File: src/rtl/alu_pipe.sv
// Two-stage pipelined ALU with valid/ready handshakes and {V,C,N,Z} status flags.

package alu_pipe_pkg;

    typedef enum logic [2:0] {
        OP_MOV = 3'b000,
        OP_ADD = 3'b001,
        OP_SUB = 3'b010,
        OP_AND = 3'b011,
        OP_OR  = 3'b100,
        OP_XOR = 3'b101,
        OP_SHL = 3'b110,
        OP_SHR = 3'b111
    } alu_op_e;

    typedef struct packed {
        logic v;
        logic c;
        logic n;
        logic z;
    } alu_flags_t;

endpackage

module alu_pipe
    import alu_pipe_pkg::*;
#(
    parameter int unsigned DWIDTH = 16,
    parameter int unsigned SHW    = $clog2(DWIDTH)
) (
    input  logic              clk,
    input  logic              rst_n,
    input  logic              in_valid,
    output logic              in_ready,
    input  logic [2:0]        alu_func,
    input  logic [DWIDTH-1:0] alu_a,
    input  logic [DWIDTH-1:0] alu_b,
    output logic              out_valid,
    input  logic              out_ready,
    output logic [DWIDTH-1:0] alu_out,
    output logic [3:0]        flags
);

    localparam int unsigned MSB = DWIDTH - 1;

    // Stage 1: captured request
    logic              s1_valid;
    alu_op_e           s1_func;
    logic [DWIDTH-1:0] s1_a;
    logic [DWIDTH-1:0] s1_b;

    // Stage 2: registered result
    logic              s2_valid;
    logic [DWIDTH-1:0] s2_res;
    alu_flags_t        s2_flags;

    // Handshake controls
    logic s2_load;
    logic s1_load;
    logic in_xfer;

    // Stage 2 datapath (combinational, from stage 1 registers)
    logic [DWIDTH-1:0] res_c;
    alu_flags_t        flags_c;
    logic [DWIDTH:0]   sum_w;
    logic [DWIDTH:0]   diff_w;
    logic [DWIDTH:0]   shl_w;
    logic [DWIDTH:0]   shr_w;
    logic [SHW-1:0]    sh_amt;
    logic              sh_big;

    // Pipeline advance: S2 moves when empty or drained; S1 moves when empty or S2 moves
    always_comb begin
        s2_load  = !s2_valid || out_ready;
        s1_load  = !s1_valid || s2_load;
        in_ready = !s1_valid || !s2_valid || out_ready;
        in_xfer  = in_valid && in_ready;
    end

    // Stage 1 register: operands and opcode on input transfer
    always_ff @(posedge clk or negedge rst_n) begin
        if (!rst_n) begin
            s1_valid <= 1'b0;
            s1_func  <= OP_MOV;
            s1_a     <= '0;
            s1_b     <= '0;
        end else if (s1_load) begin
            s1_valid <= in_xfer;
            if (in_xfer) begin
                s1_func <= alu_op_e'(alu_func);
                s1_a    <= alu_a;
                s1_b    <= alu_b;
            end
        end
    end

    // Result and flag computation for the op held in stage 1
    always_comb begin
        sum_w  = {1'b0, s1_a} + {1'b0, s1_b};
        diff_w = {1'b0, s1_a} - {1'b0, s1_b};
        sh_amt = s1_b[SHW-1:0];
        // Amount out of range: any upper bit set, or field >= DWIDTH for odd widths
        sh_big = (s1_b[DWIDTH-1:SHW] != '0) || (32'(sh_amt) >= DWIDTH);
        // Extra bit above/below the result catches the last bit shifted out
        shl_w  = {1'b0, s1_a} << sh_amt;
        shr_w  = {s1_a, 1'b0} >> sh_amt;

        res_c   = '0;
        flags_c = '0;

        case (s1_func)
            OP_MOV: res_c = s1_b;
            OP_ADD: begin
                res_c     = sum_w[DWIDTH-1:0];
                flags_c.c = sum_w[DWIDTH];
                flags_c.v = (s1_a[MSB] == s1_b[MSB]) && (sum_w[MSB] != s1_a[MSB]);
            end
            OP_SUB: begin
                res_c     = diff_w[DWIDTH-1:0];
                flags_c.c = diff_w[DWIDTH];
                flags_c.v = (s1_a[MSB] != s1_b[MSB]) && (diff_w[MSB] != s1_a[MSB]);
            end
            OP_AND: res_c = s1_a & s1_b;
            OP_OR:  res_c = s1_a | s1_b;
            OP_XOR: res_c = s1_a ^ s1_b;
            OP_SHL: begin
                if (!sh_big) begin
                    res_c     = shl_w[DWIDTH-1:0];
                    flags_c.c = shl_w[DWIDTH];
                end
            end
            OP_SHR: begin
                if (!sh_big) begin
                    res_c     = shr_w[DWIDTH:1];
                    flags_c.c = shr_w[0];
                end
            end
            default: res_c = '0;
        endcase

        flags_c.n = res_c[MSB];
        flags_c.z = (res_c == '0);
    end

    // Stage 2 register: holds result stable while the consumer stalls
    always_ff @(posedge clk or negedge rst_n) begin
        if (!rst_n) begin
            s2_valid <= 1'b0;
            s2_res   <= '0;
            s2_flags <= '0;
        end else if (s2_load) begin
            s2_valid <= s1_valid;
            if (s1_valid) begin
                s2_res   <= res_c;
                s2_flags <= flags_c;
            end
        end
    end

    // Outputs come straight from stage 2 registers
    always_comb begin
        out_valid = s2_valid;
        alu_out   = s2_res;
        flags     = s2_flags;
    end

endmodule

File: config.mk
export PLATFORM = sky130hd
export DESIGN_NAME = alu_pipe
export DESIGN_NICKNAME = d
export VERILOG_FILES = /design/src/rtl/alu_pipe.sv
export SDC_FILE = /design/constraint.sdc
export NUM_CORES = 1
export LEC_CHECK = 0
export ABC_CLOCK_PERIOD_IN_PS = 7150
export CELL_PAD_IN_SITES_DETAIL_PLACEMENT = 1
export CELL_PAD_IN_SITES_GLOBAL_PLACEMENT = 1
export CORE_ASPECT_RATIO = 1.5
export CORE_MARGIN = 4
export CORE_UTILIZATION = 41
export CTS_BUF_LIST = sky130_fd_sc_hd__clkbuf_8
export DETAILED_ROUTE_END_ITERATION = 7
export GPL_TIMING_DRIVEN = 0
export PLACE_DENSITY_LB_ADDON = 0.1
export RECOVER_POWER = 50
export REMOVE_ABC_BUFFERS = 1
export SYNTH_ARGS = -nofsm -noshare
export SYNTH_HDL_FRONTEND = slang
export SYNTH_SLANG_ARGS = --single-unit
File: constraint.sdc
create_clock -name clk -period 7.15 [get_ports clk]
set_clock_uncertainty 0.2 [all_clocks]
set_input_delay 0.715 -clock clk [delete_from_list [all_inputs] [get_ports clk]]
set_output_delay 0.715 -clock clk [all_outputs]
set_load 0.05 [all_outputs]
==> out/results.ini <==
[run_status]
status = finished with violations
failed_checks = capacitance limit, slew limit

[critical_path]
rr_worst_depth = 11
max_stage_delay_ps = 960
cpLargestDelayFamily = compound AO/OA/AOI/OAI gates
worstPathMaxFanout = 23
crit_type = flop to flop
cp-start-kind = flop
worst_ep_arrival_time_ps = 5210
reg2reg_slack_ps = 1960
end_kind = flop
required_ps = 7170
r2r_start = s1_b[3]
rr_endpoint = flags[0]
path_cells = clkinv_1, ha_1, nor2_1, a211o_1, a211oi_1, nand2_1, a21oi_1, nor3_1, o32ai_1, nand4_1, o41ai_2
crit_slowest_cell = dfrtp_1
crit_buf_inv = 1

[sta]
finalMaxSlewViolations = 41
finalCritPeriodShare = 0.7257
hold_viol_final = 0
grt_setup_unrepaired = false
worst_slew_pin_slew_ps = 2106
period_needed_ps = 5189
setup_violations = 0
max_freq_ghz = 0.1927
relSlewSlack = -0.4037
tns_ps = 0

[detailed_routing]
drt_pass1_iterations = 5
via_per_inst = 6.579
ant_nets = 0
vias = 6533
routed_wl_um = 25160
drtIter0Drc = 552
drc_errors = 0
avgRoutedWirePerCell_um = 25.33

[pwr]
powerDensity_nw_per_um2 = 272.6
p_total_uw = 2031
ir_drop_uv = 185.1
p_leak_uw = 0.003029

[cts]
clock-root-buffer = clkbuf_8
post_cts_buffers = 0
insertion_delay_ps = 320
clockBufferDepth = 2
htreeDepth = 2
postCtsHoldBufs = 0
cts_buffers = 5
cts.repair.resized = 0
clock-sinks = 56
clkTransAtPathRegs_ps = 100
cts_tree = done

[worst_hold_path]
min_path_type = primary input to async pin

[global_routing]
grt_usage = 0.2697
grt-ovfl-total = 0
grt_pass1_vias = 6788
antenna_found_initial = 0
grt_max_degree = 46
grt_pass1_wl_um = 39410

[floorplan]
core_um2 = 16190
dieArea_um2 = 18590
rows = 57
die_h_um = 165.0
start_util = 0.4163
ios = 61
die_x_um = 112.7

[logic_synthesis]
synth_cell_type_count = 83
synth_largest_area_cell = dfrtp_1
avgSynthCellArea_um2 = 8.596
synth_area_um2 = 6739
ys_ff_latch = 56
synth_seq_area_share = 0.2079
synth_flop_cell = dfrtp_1
yosysWarnings = 0
synth_area_leaders = dfrtp_1 21%, ha_1 9.1%, mux2_2 7.7%
synth_edf_count = 0
syn_inst = 784
async_reset_ff_frac = 1.000
yosysTopAreaCellShare = 0.2079

[cells_and_area]
layout-drive-gt1-share = 0.1283
final_cell_mix = 70 x nand2_1, 64 x a21oi_1, 51 x dfrtp_1, 49 x ha_1, 49 x clkdlybuf4s50_1
fin_cells = 993
final_common_cell = nand2_1
diodes = 0
fin_area_um2 = 7448
syn2layout_area_growth_pct = 10.53
nets = 876
fillers = 1868

[placement]
hpwl_um = 18580
place.gp.congestion = 0.9320
dp_cells = 985
placed_cell_area_um2 = 7350
portBuffers = 60

[run]
maxCapViolCount = 1

[worst max path at each step]
stage | startpoint | slack (ps) | cells past startpoint | endpoint
after floorplan | s1_b[1] | 2800 | 11 | flags[0]
after global placement | s1_b[1] | 1570 | 11 | flags[0]
after detailed placement | s1_b[2] | 1990 | 11 | flags[0]
after CTS | s1_b[2] | 1920 | 11 | flags[0]
after global routing | s1_b[3] | 1770 | 11 | flags[0]
final | s1_b[3] | 1960 | 11 | flags[0]
[worst reg2reg max path, stage by stage (launching register included)]
cell      delay, ps
dfrtp_1         960
clkinv_1        790
ha_1            730
nor2_1          140
a211o_1         370
a211oi_1        540
nand2_1         120
a21oi_1         160
nor3_1           90
o32ai_1         470
nand4_1         200
o41ai_2         330
[area by class of cell]
| type | instances | area (µm²) | share of cell area |
|---|---|---|---|
| Sequential cell | 56 | 1408 | 0.1890 |
| Tap cell | 206 | 257.7 | 0.03460 |
| Clock inverter | 3 | 42.54 | 0.005711 |
| Clock buffer | 5 | 68.82 | 0.009239 |
| Multi-Input combinational cell | 610 | 4855 | 0.6518 |
| Timing Repair Buffer | 63 | 629.4 | 0.08450 |
| Inverter | 50 | 187.7 | 0.02520 |
[layer usage]
layer  GRT usage  up-vias  part of all wire
li1            -     2948                 -
met1      0.3478     3304              0.42
met2      0.4595      221              0.50
met3     0.02089       60             0.041
met4      0.1225        0             0.043
met5           0        -                 0
[power by group]
part | leakage [µW] | internal [µW] | switching [µW]
sequential | 0.000663 | 385 | 176
clock | 0.0000599 | 105 | 104
combinational | 0.00231 | 497 | 764
[cell usage after synthesis, drive strengths merged, types with 4 or more instances]
cell	instances
a21o	8
o21a	4
a31oi	16
a211oi	16
o2111ai	4
nor2b	9
inv	48
mux2	52
o21ai	34
a22o	10
o32ai	5
nor3	13
o211ai	8
nand2b	14
and3	4
o211a	4
a221oi	7
a2111oi	4
nand3	16
ha	49
a21oi	64
o31ai	13
a311oi	7
nor2	44
clkbuf	42
xnor2	9
nand2	71
buf	26
nor3b	4
nand4	4
mux2i	18
or2	5
dfrtp	56
nor4	6
a211o	6
mux4	25
[stage by stage]
step / setup slack, ps / util / hold slack, ps
6_report: 1961 / 0.4601 / 296.1
5_1_grt: 1774 / 0.4601 / 334.7
4_1_cts: 1921 / 0.4609 / 105.5
3_5_place_dp: 1988 / 0.4540 / 286.2
3_3_place_gp: 1568 / 0.4506 / 271.6
2_1_floorplan: 2801 / - / 219.4
[state kept, by name (all words and copies together) (netlist names)]
name       flops
alu_out       16
flags          3
out_valid      1
s1_a          16
s1_b          16
s1_func        3
s1_valid       1
[cell families (layout without fill, tap and decap cells)]
family / Yosys count / after routing / share of synthesized area
compound gates: 247 / 247 / 0.2583
mux: 95 / 95 / 0.2011
buf+inv: 118 / 121 / 0.07278
xor+xnor: 10 / 10 / 0.01300
flops: 56 / 56 / 0.2079
fa+ha+maj: 51 / 51 / 0.09692
simple gates: 207 / 207 / 0.1500
Note: power is estimated with default switching activity, not from simulation.
==> edit 1: new RTL, same flow settings <==
Set the parameter `DWIDTH` to 32 (it was 16).
--- a/src/rtl/alu_pipe.sv
+++ b/src/rtl/alu_pipe.sv
@@ -25,7 +25,7 @@
 module alu_pipe
     import alu_pipe_pkg::*;
 #(
-    parameter int unsigned DWIDTH = 16,
+    parameter int unsigned DWIDTH = 32,
     parameter int unsigned SHW    = $clog2(DWIDTH)
 ) (
     input  logic              clk,
Interface: changed (resized alu_a, alu_b and alu_out); port bits go from 61 to 109. The function was not compared with the original's and may differ.
==> edit 1 against the original RTL <==
- the flow still finishes with violations (max-capacitance violations, max-slew violations)
- wire length grew 130%
- sequential power is 76% higher
- non-clock buffer count increased by 58
- design area rose by 97%
- area after synthesis grew 95%
- utilization up 0.19 points
- worst setup slack worse by 1.5 ns
- sequential cell count grew 48
- power rose by 110%
- critical path depth is 3 higher
- cell count rose by 100%
- synthesized cell count increased by 110%
==> edit 1: results (changes against the original RTL) <==
Run status
  – Status: finished, violations left
  – Violated checks: max-capacitance violations, max-slew violations

Setup path
  – Top Family by Delay on Critical Path: simple AND/OR/NAND/NOR gates
  – Setup crit start: s1_b[3]
  – R2R Setup Slk: 0.48 ns (-1.48 ns)
  – CP Data Arrival Time: 6.82 ns (+1.61 ns)
  – Worst R2R Path Depth: 14 (+3)
  – CP Max Fanout: 29 (+26%)
  – CP max stage delay: 1.17 ns (+0.21 ns)

Power and ir drop
  – Flop pwr share: 23.5% (-4.2 points)
  – VDD IR max: 0.0002059 V (+11%)
  – Sw power: 0.002267 W (+120%)
  – Leakage: 5.978 nW (+97%)

CTS
  – Root Driver: clkbuf_8
  – Post-cts sizing count: 0 (unchanged)
  – CTS clock-pin slew for the worst setup and hold paths: 0.12 ns (+0.02 ns)
  – H-tree depth: 3 (+1)
  – Worst-skew pair later-pin latency: 0.44 ns (+0.12 ns)
  – Num CTS Buffers: 9 (+4)

Logic synthesis
  – Count of cell types in the netlist: 92 (+11%)
  – Syn. warnings: 0 (unchanged)
  – Commonest cells in the netlist: a21oi_1 (163), nand2_1 (138), nor2_1 (137)
  – Sequential share of the synthesized area: 19.77% (-1.0 points)
  – Ranking of synthesized cells by area: dfrtp_1 (20%), ha_1 (10%), mux2_2 (9.9%), a21oi_1 (6.2%), mux4_2 (5.5%)
  – Synth async-reset ratio: 100.0% (unchanged)

Flow run
  – Maxcap violations: 3 (+2)

Timing
  – Rel. slew slack: -96.51% (-56 points)
  – Final Slew Violations: 140 (+240%)
  – Fmax: 150.0 MHz (-22%)

Detailed routing
  – Post-Route WL: 57.51 mm (+130%)
  – Initial DRC Count: 812 (+47%)
  – Vias per cell: 6.614 (+0.53%)

GRT
  – Total GRT Usage: 32.03% (+5.1 points)
  – M2 GR Usage: 57.04% (+11 points)
  – M1 GR Usage: 36.04% (+1.3 points)
  – First-pass GRT wire length: 85.70 mm (+120%)
  – Grt met3 use: 4.241% (+2.2 points)
  – Vias in the first global route: 13,770 (+100%)
  – Largest net degree at the start of global routing: 57 (+24%)
  – Antenna violations before repair: 1 (+1)

Place
  – Detail Placement HPWL: 43.71 mm (+140%)
  – Final RePlAce weighted congestion: 0.9829 (+5.5%)
  – Port Buf Inserts: 108 (+80%)
  – Dpl ws: 0.6282 ns (-1.359 ns)

Final layout
  – Final-stage net count: 1,792 (+100%)
  – Antenna diodes: 0 (unchanged)
  – Fraction of layout instances using a drive strength above 1: 13.10% (+0.27 points)

Hold path
  – Worst Hold Class: register to register
[edit 1: cell count changes after synthesis, moves of 21 or more]
cell	before	now
inv_1	46	98
nand3_1	16	37
a21oi_1	64	163
ha_1	49	106
o21ai_0	28	79
nand2_1	71	138
nor2_1	44	137
dfrtp_1	56	104
mux2_2	46	116
o22ai_1	2	36
clkbuf_1	42	70
[edit 1: how the worst min path moves through the flow]
| stage | slack (ns) | depth (start not counted) | end |
|---|---|---|---|
| floorplan | 0.22 | 0 | alu_out[0] |
| CTS | 0.09 | 1 | s1_b[5] |
| detailed placement | 0.27 | 2 | alu_out[23] |
| global placement | 0.26 | 2 | alu_out[12] |
| finish | 0.30 | 2 | alu_out[12] |
| global route | 0.33 | 2 | flags[0] |
[edit 1: final cells by class]
class / instances / area (µm²)
Inverter: 100 / 375.4
Clock inverter: 7 / 87.58
Sequential cell: 104 / 2616
Multi-Input combinational cell: 1277 / 9613
Tap cell: 410 / 513.0
Clock buffer: 9 / 123.9
Timing Repair Buffer: 121 / 1331
Fill cell: 3761 / 17070
[edit 1: stage by stage]
stage / area (µm²) / cells / setup TNS [ns]
after CTS: 14700 / 2028 / 0
final: 14660 / 2028 / 0
after floorplan: 12560 / 1481 / 0
after global placement: 14150 / 1999 / -4.269
after global routing: 14660 / 2028 / 0
after detailed placement: 14480 / 2012 / 0
[edit 1: cell families (layout without fill, tap and decap cells)]
logic type	count (synthesis)	count (layout)	share of synthesized area, %
compound gates	519	519	26.44
buf+inv	227	237	7.460
flops	104	104	19.77
simple gates	439	439	15.46
xor+xnor	21	21	1.397
fa+ha+maj	108	108	10.38
mux	190	190	19.09
[edit 1: power by group through the flow]
stage                     registers [W]  logic (W)  clock network, W
after floorplan                 0.00124    0.00153                 0
after global placement          0.00106    0.00264                 0
after detailed placement       0.000997    0.00276                 0
after CTS                      0.000986    0.00277          0.000443
after global routing            0.00101    0.00299          0.000462
final                          0.000991    0.00280          0.000428
[edit 1: worst register-to-register path: cells and delay by family, from the launching register on]
family / cells / cell delay (ns)
simple gates: 6 / 2.25
compound gates: 5 / 1.44
flops: 1 / 1.17
buf+inv: 1 / 0.74
fa+ha+maj: 1 / 0.63
mux: 1 / 0.15
[edit 1: per-layer routing]
layer | vias to the layer above | share of wire (%)
li1 | 5952 | -
met1 | 6795 | 38
met2 | 484 | 51
met3 | 180 | 4.6
met4 | 2 | 6.9
met5 | - | 0.023
==> edit 2: new RTL, config.mk and constraints unchanged <==
Without the edit above. Put a register stage on the output `flags`. The value now appears one clock later. The other outputs are not delayed to match.
--- a/src/rtl/alu_pipe.sv
+++ b/src/rtl/alu_pipe.sv
@@ -42,6 +42,8 @@
 );
 
     localparam int unsigned MSB = DWIDTH - 1;
+
+    logic [3:0] flags_d;
 
     // Stage 1: captured request
     logic              s1_valid;
@@ -161,7 +163,11 @@
     always_comb begin
         out_valid = s2_valid;
         alu_out   = s2_res;
-        flags     = s2_flags;
+        flags_d   = s2_flags;
+    end
+
+    always_ff @(posedge clk) begin
+        flags <= flags_d;
     end
 
 endmodule
Function: changed (Yosys sat finds a counterexample within 4 cycles, from zero or initial values and one cycle with rst_n low).
==> edit 2 against the original RTL <==
- power rose by 3.8%
- critical path depth did not move
- worst setup slack improved by 0.26 ns
- via count fell by 3.6%
- wire length fell by 4.1%
- design area fell by 1.1%
- global-route usage fell by 0.39 points
- sequential cell count rose by 4
- the flow still finishes with violations (max-capacitance violations, max-slew violations)
- area after synthesis fell by 2.5%
- utilization rose by 0.92 points
==> edit 2: results (changes against the original RTL) <==
Logic synthesis
  – Syn. warnings: 0 (unchanged)
  – Largest family of logic cells by synthesized area: compound AO/OA/AOI/OAI gates
  – Synth Area in XOR/XNOR: 0.6667% (-0.63 points)
  – Synth async-reset ratio: 93.33% (-6.7 points)
  – Top_reg_cell synth: dfrtp_1
  – Sequential share of the synthesized area: 22.55% (+1.8 points)
  – Count of cell types in the netlist: 74 (-11%)
  – Post-synthesis compound-gate area fraction: 24.76% (-1.1 points)
  – Mux cell area share after synthesis: 19.89% (-0.22 points)
  – Ranking of synthesized cells by area: dfrtp_1 (21%), ha_1 (9.3%), mux2_2 (8.2%), mux4_2 (6.9%), a21oi_1 (5.0%)
  – Commonest cells in the netlist: a21oi_1 (66), nand2_1 (59), dfrtp_1 (56), nor2_1 (56), ha_1 (49)
  – Synth Area in Adders: 9.943% (+0.25 points)

Timing
  – Period utilization: 68.98% (-3.6 points)
  – Final Slew Violations: 34 (-17%)
  – Hold slack final: 0.1844 ns (-0.1117 ns)
  – Measured slew at the worst slew-check pin: 1.946 ns (-0.1597 ns)

Setup path
  – CP max stage delay: 1.01 ns (+0.05 ns)
  – CP max-delay cell: dfrtp_1
  – CP Data Arrival Time: 4.99 ns (-0.22 ns)
  – R2R Setup Slk: 2.22 ns (+0.26 ns)
  – CP Max Fanout: 28 (+22%)
  – Top Family by Delay on Critical Path: compound AO/OA/AOI/OAI gates

Final layout
  – Antenna diodes: 0 (unchanged)
  – Register area: 1488 µm² (+5.7%)
  – Fill cells: 1,855 (-0.70%)
  – Fraction of layout instances using a drive strength above 1: 13.09% (+0.25 points)
  – Final-stage net count: 872 (-0.46%)

Power and ir drop
  – Net Sw Frac: 50.15% (-1.2 points)
  – VDD IR max: 0.0001760 V (-4.9%)
  – Leakage: 3.037 nW (+0.25%)

CTS
  – H-tree depth: 3 (+1)
  – Worst-skew pair later-pin latency: 0.35 ns (+0.03 ns)
  – Post-CTS Setup Bufs: 0 (unchanged)
  – Root Driver: clkbuf_8
  – Num CTS Buffers: 9 (+4)
  – Clock tree buffer depth: 2 (unchanged)
  – Post-cts sizing count: 0 (unchanged)
  – CTS clock-pin slew for the worst setup and hold paths: 0.08 ns (-0.02 ns)

Hold path
  – Worst Hold Class: register to register

Detailed routing
  – Initial DRC Count: 284 (-49%)
  – Drt pass-1 iters: 4 (-1)
  – Vias: 6,297 (-3.6%)
  – WL per Instance: 24.38 µm (-3.8%)

GRT
  – Vias in the first global route: 6,499 (-4.3%)
  – First-pass GRT wire length: 37.59 mm (-4.6%)
  – Antenna violations before repair: 0 (unchanged)
  – Total GRT Usage: 26.57% (-0.39 points)
  – Largest net degree at the start of global routing: 47 (+2.2%)
  – Total gr overflow: 0 (unchanged)

Place
  – Detail Placement HPWL: 18.11 mm (-2.6%)
  – Dpl ws: 2.068 ns (+0.08031 ns)
  – Final RePlAce weighted congestion: 0.9246 (-0.79%)
  – Port Buf Inserts: 60 (unchanged)
  – Placement Cell Area: 7181 µm² (-2.3%)

Run status
  – Violated checks: max-capacitance violations, max-slew violations
  – Status: finished, violations left

Flow run
  – Maxcap violations: 1 (unchanged)
[edit 2: changes by cell type after synthesis, sizes merged, moves of 5 or more]
cell and change:
mux4 -5, nand2 -12, nand3 -7, o21ai +13
mux2i +9, o31ai -9, a311oi -6, o22ai +9
xnor2 -5, nor2 +12
[edit 2: logic make-up after synthesis]
logic type      count (synthesis)
fa+ha+maj                      51
mux                            99
buf+inv                       110
flops                          60
simple gates                  203
xor+xnor                        5
compound gates                245
[edit 2: cell type report]
class                      instances  area share, %
multi-input combinational        603          62.70
clock inverter                     7          1.019
inverter                          45          2.293
sequential                        60          20.20
timing repair buffer              63          8.663
tap                              203          3.448
clock buffer                       9          1.682
[edit 2: worst paths after layout]
kind / startpoint / to / cells past startpoint
hold / removal: flags_d[0] / flags[0] / 0
setup / recovery: s1_b[3] / flags_d[0] / 11
max in group asynchronous: rst_n / s1_func[0] / 2
min in group asynchronous: rst_n / s1_b[6] / 1
hold reg to reg: flags_d[0] / flags[0] / 0
setup reg to reg: s1_b[3] / flags_d[0] / 11
[edit 2: layer usage]
metal  vias up  track usage (%)  share of wire (%)
met5         -                0                  0
met1      3188            30.75                 38
met4         0            12.56                4.9
li1       2871                -                  -
met3        55            3.447                4.7
met2       183            48.35                 52
[edit 2: metrics by stage]
step	total power [W]	instances
floorplan	0.001349	708
global placement	0.001740	971
detailed placement	0.001776	974
CTS	0.002122	990
global route	0.002245	990
finish	0.002109	990
[edit 2: power groups by stage]
| stage | combinational [W] | sequential [W] | clock [W] |
|---|---|---|---|
| after floorplan | 0.000670 | 0.000679 | 0 |
| after global placement | 0.00116 | 0.000584 | 0 |
| after detailed placement | 0.00121 | 0.000568 | 0 |
| after CTS | 0.00121 | 0.000561 | 0.000347 |
| after global routing | 0.00131 | 0.000578 | 0.000361 |
| final | 0.00121 | 0.000562 | 0.000337 |
